File: config.mk
export PLATFORM = sky130hd
export DESIGN_NAME = div_f_arbiter
export DESIGN_NICKNAME = d
export VERILOG_FILES = /design/src/rtl/div_f_arbiter.sv
export SDC_FILE = /design/constraint.sdc
export NUM_CORES = 1
export LEC_CHECK = 0
export BUFFER_PORTS_ARGS = -buffer_cell sky130_fd_sc_hd__buf_2
export CAP_MARGIN = 20
export CORE_AREA = 8 8 150 152
export DETAILED_ROUTE_END_ITERATION = 10
export DIE_AREA = 0 0 158 160
export PLACE_DENSITY = 0.62
export SYNTH_ARGS = -nofsm -noshare
export SYNTH_HDL_FRONTEND = slang
export SYNTH_SLANG_ARGS = --single-unit
File: constraint.sdc
create_clock -name clk -period 6.2 [get_ports clk]
set_input_delay 0.62 -clock clk [delete_from_list [all_inputs] [get_ports clk]]
set_output_delay 0.62 -clock clk [all_outputs]
set_load 0.05 [all_outputs]
File: src/rtl/div_f_arbiter.sv
// div_f_arbiter: round-robin sharing of one fractional divider among NREQ requesters
module div_f_arbiter #(
    parameter int WIDTH     = 32,
    parameter int RES_WIDTH = 32,
    parameter int NREQ      = 4,
    parameter int IDX_W     = 2
) (
    input  logic                  clk,
    input  logic                  rst,
    input  logic [NREQ-1:0]       req_valid,
    output logic [NREQ-1:0]       req_ready,
    input  logic [NREQ*WIDTH-1:0] req_dividend,
    input  logic [NREQ*WIDTH-1:0] req_divisor,
    output logic [NREQ-1:0]       rsp_valid,
    input  logic [NREQ-1:0]       rsp_ready,
    output logic [RES_WIDTH-1:0]  rsp_res,
    output logic                  rsp_dbz,
    output logic                  div_start,
    output logic [WIDTH-1:0]      div_dividend,
    output logic [WIDTH-1:0]      div_divisor,
    input  logic                  div_busy,
    input  logic [RES_WIDTH-1:0]  div_res,
    output logic                  active
);
    typedef enum logic [2:0] {IDLE, ISSUE, WAIT_BUSY, RUN, RESP} state_t;
    localparam logic [NREQ-1:0] ONE = NREQ'(1);
    state_t               state_q, state_d;
    logic [IDX_W-1:0]     rr_q, rr_d, owner_q, owner_d, win;
    logic [WIDTH-1:0]     dvd_q, dvd_d, dvs_q, dvs_d, sel_dvd, sel_dvs;
    logic [RES_WIDTH-1:0] res_q, res_d;
    logic                 dbz_q, dbz_d, found;

    // first valid requester at or after rr_q (wrapping) wins, with its operands
    always_comb begin
        win = '0;
        found = 1'b0;
        sel_dvd = '0;
        sel_dvs = '0;
        for (int k = 0; k < NREQ; k++) begin
            if (!found && req_valid[IDX_W'((int'(rr_q) + k) % NREQ)]) begin
                found = 1'b1;
                win = IDX_W'((int'(rr_q) + k) % NREQ);
            end
        end
        for (int i = 0; i < NREQ; i++) begin
            if (IDX_W'(i) == win) begin
                sel_dvd = req_dividend[i*WIDTH +: WIDTH];
                sel_dvs = req_divisor[i*WIDTH +: WIDTH];
            end
        end
    end

    // next-state and datapath update; a zero divisor skips the divider entirely
    always_comb begin
        state_d = state_q;
        rr_d = rr_q;
        owner_d = owner_q;
        dvd_d = dvd_q;
        dvs_d = dvs_q;
        res_d = res_q;
        dbz_d = dbz_q;
        case (state_q)
            IDLE: begin
                if (found) begin
                    owner_d = win;
                    rr_d = (int'(win) == NREQ - 1) ? '0 : win + 1'b1;
                    dvd_d = sel_dvd;
                    dvs_d = sel_dvs;
                    if (sel_dvs == '0) begin
                        res_d = '1;
                        dbz_d = 1'b1;
                        state_d = RESP;
                    end else begin
                        state_d = ISSUE;
                    end
                end
            end
            ISSUE:     state_d = WAIT_BUSY;
            WAIT_BUSY: state_d = div_busy ? RUN : WAIT_BUSY;
            RUN: begin
                if (!div_busy) begin
                    res_d = div_res;
                    dbz_d = 1'b0;
                    state_d = RESP;
                end
            end
            RESP:      state_d = rsp_ready[owner_q] ? IDLE : RESP;
            default:   state_d = IDLE;
        endcase
    end

    // state and datapath registers; reset discards any in-flight job
    always_ff @(posedge clk or negedge rst) begin
        if (!rst) begin
            state_q <= IDLE;
            rr_q <= '0;
            owner_q <= '0;
            dvd_q <= '0;
            dvs_q <= '0;
            res_q <= '0;
            dbz_q <= 1'b0;
        end else begin
            state_q <= state_d;
            rr_q <= rr_d;
            owner_q <= owner_d;
            dvd_q <= dvd_d;
            dvs_q <= dvs_d;
            res_q <= res_d;
            dbz_q <= dbz_d;
        end
    end

    assign req_ready    = (state_q == IDLE && rst && found) ? ONE << win : '0;
    assign rsp_valid    = (state_q == RESP) ? ONE << owner_q : '0;
    assign rsp_res      = res_q;
    assign rsp_dbz      = (state_q == RESP) && dbz_q;
    assign div_start    = state_q == ISSUE;
    assign div_dividend = dvd_q;
    assign div_divisor  = dvs_q;
    assign active       = state_q != IDLE;
endmodule
### Word level (Yosys, flattened, before mapping)

Cells that the tools add are included.
W data, S select, Z words.

| word-level totals | value |
|---|---|
| register bits after elaboration | 104 |
| bits in latches | 0 |
| RAM bits | 0 |
| bits in read-only memories | 0 |
| input bits | 299 |
| output and inout bits | 107 |
| memories kept | 0 |

| operators by class | value |
|---|---|
| add/subtract/negate cells | 4 |
| multipliers | 0 |
| divide/modulo/power cells | 0 |
| magnitude comparators | 5 |
| equal/unequal tests | 11 |
| shifts and indexed selects | 2 |
| multiplexer cells | 47 |
| bitwise operators | 0 |
| reductions and logical operators | 17 |

Operators by type and width:

| cell | count |
|---|---|
| $mux W32 | 11 |
| $pmux W32 S2 | 1 |
| $logic_not A32 Y1 | 1 |
| $mux W1 | 17 |
| $lt A2 B4 Y1 const B | 4 |
| $pmux W3 S5 | 1 |
| $mux W3 | 4 |
| $bmux W1 S2 | 5 |
| $mux W2 | 5 |
| $mux W4 | 2 |
| $shl A1 B2 Y4 const A | 2 |
| $eq A3 B2 Y1 const B | 2 |
| $logic_and A1 B1 Y1 | 6 |
| $ne A2 B2 Y1 const B | 3 |
| $add A2 B1 Y2 const B | 2 |
| $add A2 B2 Y2 const B | 2 |
| $eq A2 B2 Y1 const A | 2 |
| $reduce_and A2 Y1 | 2 |
| $reduce_and A4 Y1 | 1 |
| $eq A3 B1 Y1 const B | 1 |
| $eq A3 B3 Y1 const B | 1 |
| $logic_not A1 Y1 | 3 |
| $logic_not A3 Y1 | 1 |
| $lt A2 B3 Y1 const B | 1 |
| other kinds (6) | 6 |

### Logic depth before layout (Yosys ltp)

| logic depth | value |
|---|---|
| depth in word-level cells | 22 |
| depth in mapped cells | 17 |
| mapped depth without buffers | 13 |

### Least setup slack after synthesis

Ideal clock, no wire load.

| timing path | value |
|---|---|
| path kind | input to register |
| start | in req_valid[3] |
| end | reg res_q[0] (netlist: rsp_res[0]) |
| setup time | 0.074 ns |
| arrival | 3.378 ns |
| required time | 6.126 ns |
| slack | 2.748 ns |
| stages | 17 |
| path buffers | 4 |
| path through | nand2b_1 > a21oi_1 > a211oi_1 > nor2b_1 > inv_1 > ha_1 > or2_1 > buf_2 > buf_2 > a221oi_1 > o22ai_1 > nor4_1 > nand4_1 > or2_1 > buf_6 > buf_8 > a21oi_4 |

| on the way | value |
|---|---|
| word-level cells in the longest chain between the ends | 21 |
| elaborated cells on any way between the ends | 38 |

RTL lines:

| what | line | text |
|---|---|---|
| start, declared | 10 | `input logic [NREQ-1:0] req_valid,` |
| $bmux W1 S2 | 40 | `if (!found && req_valid[IDX_W'((int'(rr_q) + k) % NREQ)]) begin` |
| $mux W1 (implied by the code) (2 in a row) | 40 |  |
| $mux W1 | 40 |  |
| $logic_not A1 Y1 | 40 |  |
| $logic_and A1 B1 Y1 | 40 |  |
| $mux W1 | 40 |  |
| $logic_not A1 Y1 | 40 |  |
| $logic_and A1 B1 Y1 | 40 |  |
| (+3 left out) | n/a |  |
| $mux W2 (*) | 40 |  |
| net win[0] | 28 | `logic [IDX_W-1:0] rr_q, rr_d, owner_q, owner_d, win;` |
| $logic_not A2 Y1 | 46 | `if (IDX_W'(i) == win) begin` |
| $mux W32 (3 in a row) | 46 |  |
| $mux W32 (*) | 46 |  |
| $logic_not A32 Y1 (*) | 69 | `if (sel_dvs == '0) begin` |
| $ne A2 B2 Y1 (no line) (*) | n/a |  |
| $reduce_and A4 Y1 (no line) (*) | n/a |  |
| end signal, assigned | 108 | `res_q <= res_d;` |
| end, declared | 30 | `logic [RES_WIDTH-1:0] res_q, res_d;` |

Mark *: on every way through the listed nets, which the timed path passes. The rest lies on a longest branch. The select of a mux whose other input is x is not followed.
A chain may end at the register's enable or synchronous reset.

### Worst setup path after layout

| timing path | value |
|---|---|
| start | reg rr_q[1] |
| end | reg res_q[4] (netlist: rsp_res[4]) |

| on the way | value |
|---|---|
| word-level cells in the longest chain between the ends | 21 |
| elaborated cells on any way between the ends | 41 |

RTL lines:

| what | line | text |
|---|---|---|
| start, declared | 28 |  |
| start signal, assigned | 104 | `rr_q <= rr_d;` |
| branches (longest 12 deep; another with $add A2 B1 Y2) | n/a |  |
| $mux W2 (*) | 40 |  |
| net win[1] | 28 |  |
| $logic_not A2 Y1 | 46 |  |
| $mux W32 (3 in a row) | 46 |  |
| $mux W32 (*) | 46 |  |
| $logic_not A32 Y1 (*) | 69 |  |
| $ne A2 B2 Y1 (no line) (*) | n/a |  |
| $reduce_and A4 Y1 (no line) (*) | n/a |  |

Mark *: on every way through the listed nets, which the timed path passes. The select of a mux whose other input is x is not followed.

==> impl_metrics.csv <==
group,metric,value,unit
placed_design,port_buffers,405,
detailed_routing,dr.pass1.iters,6,
power,powerDensity,582.4,nW/um^2
power,power.switching,2.736,mW
sta,slew_violations,0,
synth,syn-num-nets,1000,
worst_hold_path,hp-class,"input pin to async pin",
cts,ctsRootBufferMaster,"clkbuf_16",
cts,cts_tree,"yes",
critical_path,cp_slowest_stage_delay,580,ps
synth,postSynthCellCount,697,
sta,setup_viol,0,
sta,worstMarginPinSlew,1099,ps
floorplanning,die-area,25280,sq um
cts,clock_path_buffers,2,
detailed_routing,ant_nets,0,
cells_and_area,fillers,2112,
detailed_routing,drt_iter0_drc,459,
synth,ys_seq_area_frac,0.4416,
cells_and_area,drive_above_1_share,0.4390,
synth,synth_top_area_share,0.4416,
synth,avgSynthCellArea,8.455,sq um
sta,slew-limit-headroom,0.2676,
detailed_routing,drc,0,
grt,grt_max_degree,75,
sta,hold_violations,0,
critical_path,cp-end-kind,"flip-flop",
cts,clock-sinks,104,
sta,skew,9.091,ps
grt,grt_pass1_vias,6907,
grt,grt_use_total,0.1980,
synth,synth_warnings,0,
critical_path,path_class,"flip-flop to flip-flop",
grt,grt-ovfl-total,0,
critical_path,start_kind,"flip-flop",
power,peakVddDrop,231.8,uV
sta,min_period_over_period,0.7146,
floorplanning,fp.dieH,160,um
critical_path,cp_common_cell,"o22ai_1",
cells_and_area,area_delta_synth_final,43.52,%
cts,clk_pin_slew_worst_paths,80,ps
power,power_frac_clock,0.117,
floorplanning,pin_count,406,
power,total_power,4.926,mW
synth,ys_types,37,
job,drv_cap,0,
critical_path,startpoint,"rr_q[1]",
detailed_routing,viasPerCell,5.139,
floorplanning,start_util,0.2941,
floorplanning,rows,52,
synth,synthFlopType,"dfrtp_1",
synth,ys_seq_elements,104,
synth,syn_area,5893,sq um
synth,synth_edf_count,0,
synth,yosys-top-cells-area,"dfrtp_1, nor2_1, a21oi_1, o22ai_1, nand2_1",
placed_design,gp_congestion,0.8996,
cts,post_cts_buffers,0,
critical_path,critPathMaxFanout,28,
detailed_routing,wl_per_cell,19.41,um
critical_path,critPathSlowestCell,"nand2b_1",
cts,post_cts_resized,0,
critical_path,reg2reg_setup_slack,1770,ps
cells_and_area,fin_nets,1364,
critical_path,worstPathRequired,6470,ps
sta,rsz0062_at_grt,"false",
outcome,status,"complete, no violations",
critical_path,arrival,4700,ps
power,internal_power,2.189,mW
grt,grt_pass1_wl,39.19,mm
detailed_routing,wirelength,25.97,mm
critical_path,r2r_start,"rr_q[1]",
grt,antenna_found_initial,3,
power,swShare,0.5555,
floorplanning,die_w,158,um
power,p_comb_frac,0.645,
synth,synth-async-reset-ratio,1.000,
power,pwr-share-seq,0.237,
detailed_routing,num_vias,6876,
sta,min_period,4431,ps
cts,cts_max_level,3,
synth,yosys.area.top_type,"dfrtp_1",
cts,cts_inserted_buffers,9,
placed_design,dp.final_hpwl,20.58,mm
floorplanning,core,20040,sq um
cts,clkLatencyLatePin,350,ps
sta,fmax,0.2257,GHz
cts,cts_hold_buf,0,
critical_path,worstPathCellList,"nand3b_1, o21ai_0, a221oi_1, ha_2, nand2b_1, o22ai_1, o22ai_1, nor4_1, nand4_1, or2_2, buf_12, a21oi_1",
sta,final.setup.tns,0,ps
power,p_leak,4.211,nW
## logic make-up (layout without fill, tap and decap cells)
group,Yosys count,count (layout),share of synthesized area
simple gates,239,239,0.1656
mux,3,3,0.007219
other cells,0,2,0
buf+inv,67,436,0.05095
fa+ha+maj,4,4,0.008493
compound gates,280,280,0.3261
flops,104,104,0.4416
## final timing paths
check                      cells past startpoint          endpoint
max in group asynchronous                      2   div_dividend[9]
setup reg to reg                              12        rsp_res[4]
min in group clk                               2  div_dividend[20]
hold / removal                                 1       rsp_res[15]
hold reg to reg                                2  div_dividend[20]
setup / recovery                              12        rsp_res[4]
## sequential cells by signal (all words and copies together), names as in the netlist
name,count
div_dividend,32
owner_q,2
dbz_q,1
state_q,3
rr_q,2
rsp_res,32
div_divisor,32
## synth_stat cells, types with 2 or more instances
cell      instances
a22oi_1          31
dfrtp_1         104
o22ai_1          48
nor4_1            5
ha_1              4
a21oi_1          68
o31ai_1          32
mux2i_1           2
a21oi_2          20
a211oi_1          2
or2_1             2
a221oi_1         33
buf_1            15
a21oi_4           8
and3_1            5
o21ai_0          35
nor2b_1           4
nand2b_1          3
buf_6             4
buf_2             6
nand2_1          79
nor2_1          131
nor3b_1           3
clkbuf_1         38
inv_1             3
## placed cells by master (no fill, tap or decap), types with 5 or more instances in the layout
master / n
dfrtp_1: 104
clkbuf_16: 9
a21oi_4: 8
a221oi_1: 33
a22oi_1: 31
o21ai_0: 35
o31ai_1: 32
a21oi_1: 68
a21oi_2: 20
o22ai_1: 48
buf_2: 404
nor4_1: 5
buf_4: 9
nand2_1: 79
nor2_1: 131
and3_1: 5
## area by class of cell
| cell class | count | area [sq um] | share of cell area |
|---|---|---|---|
| Multi-Input combinational cell | 526 | 3008 | 0.3556 |
| Sequential cell | 104 | 2603 | 0.3077 |
| Timing Repair Buffer | 417 | 2192 | 0.2592 |
| Tap cell | 270 | 337.8 | 0.03994 |
| Clock buffer | 11 | 252.7 | 0.02988 |
| Clock inverter | 5 | 48.80 | 0.005769 |
| Inverter | 3 | 11.26 | 0.001331 |
| Antenna cell | 2 | 5.005 | 0.0005917 |
## critical path, delay by kind of cell, from the launching register on
kind,cells,cell delay [ps]
AOI/OAI and AO/OA,5,1330
adders and majority gates,1,330
buffers and inverters,1,220
DFF,1,460
and+or+nand+nor,5,1980
## power groups by stage
stage | sequential [mW] | combinational, mW | clock [mW]
after floorplan | 2.14 | 1.38 | 0
after global placement | 1.17 | 3.13 | 0
after detailed placement | 1.18 | 3.18 | 0
after CTS | 1.17 | 3.18 | 0.603
after global routing | 1.21 | 3.44 | 0.629
final | 1.17 | 3.18 | 0.578
## metal layers
layer / vias up / GRT usage / wire [um]
met5: - / 0 / 15
met4: 2 / 0.08190 / 918
met3: 63 / 0.05587 / 2368
met2: 362 / 0.3100 / 11910
met1: 3170 / 0.2510 / 10760
li1: 3279 / - / -
## per-stage QoR
| step | util | hold slack (ps) | setup WS [ps] | cell area [sq um] | std cells |
|---|---|---|---|---|---|
| 2_1_floorplan | - | 324.4 | 2748 | 5893 | 697 |
| 3_3_place_gp | 0.4017 | 456.8 | 1421 | 8049 | 1316 |
| 3_5_place_dp | 0.4044 | 462.4 | 1242 | 8104 | 1318 |
| 4_1_cts | 0.4195 | 223.0 | 1513 | 8406 | 1334 |
| 5_1_grt | 0.4221 | 239.9 | 1478 | 8458 | 1338 |
| 6_report | 0.4221 | 220.5 | 1770 | 8458 | 1338 |
No activity file was read; power rests on OpenSTA's default activity.
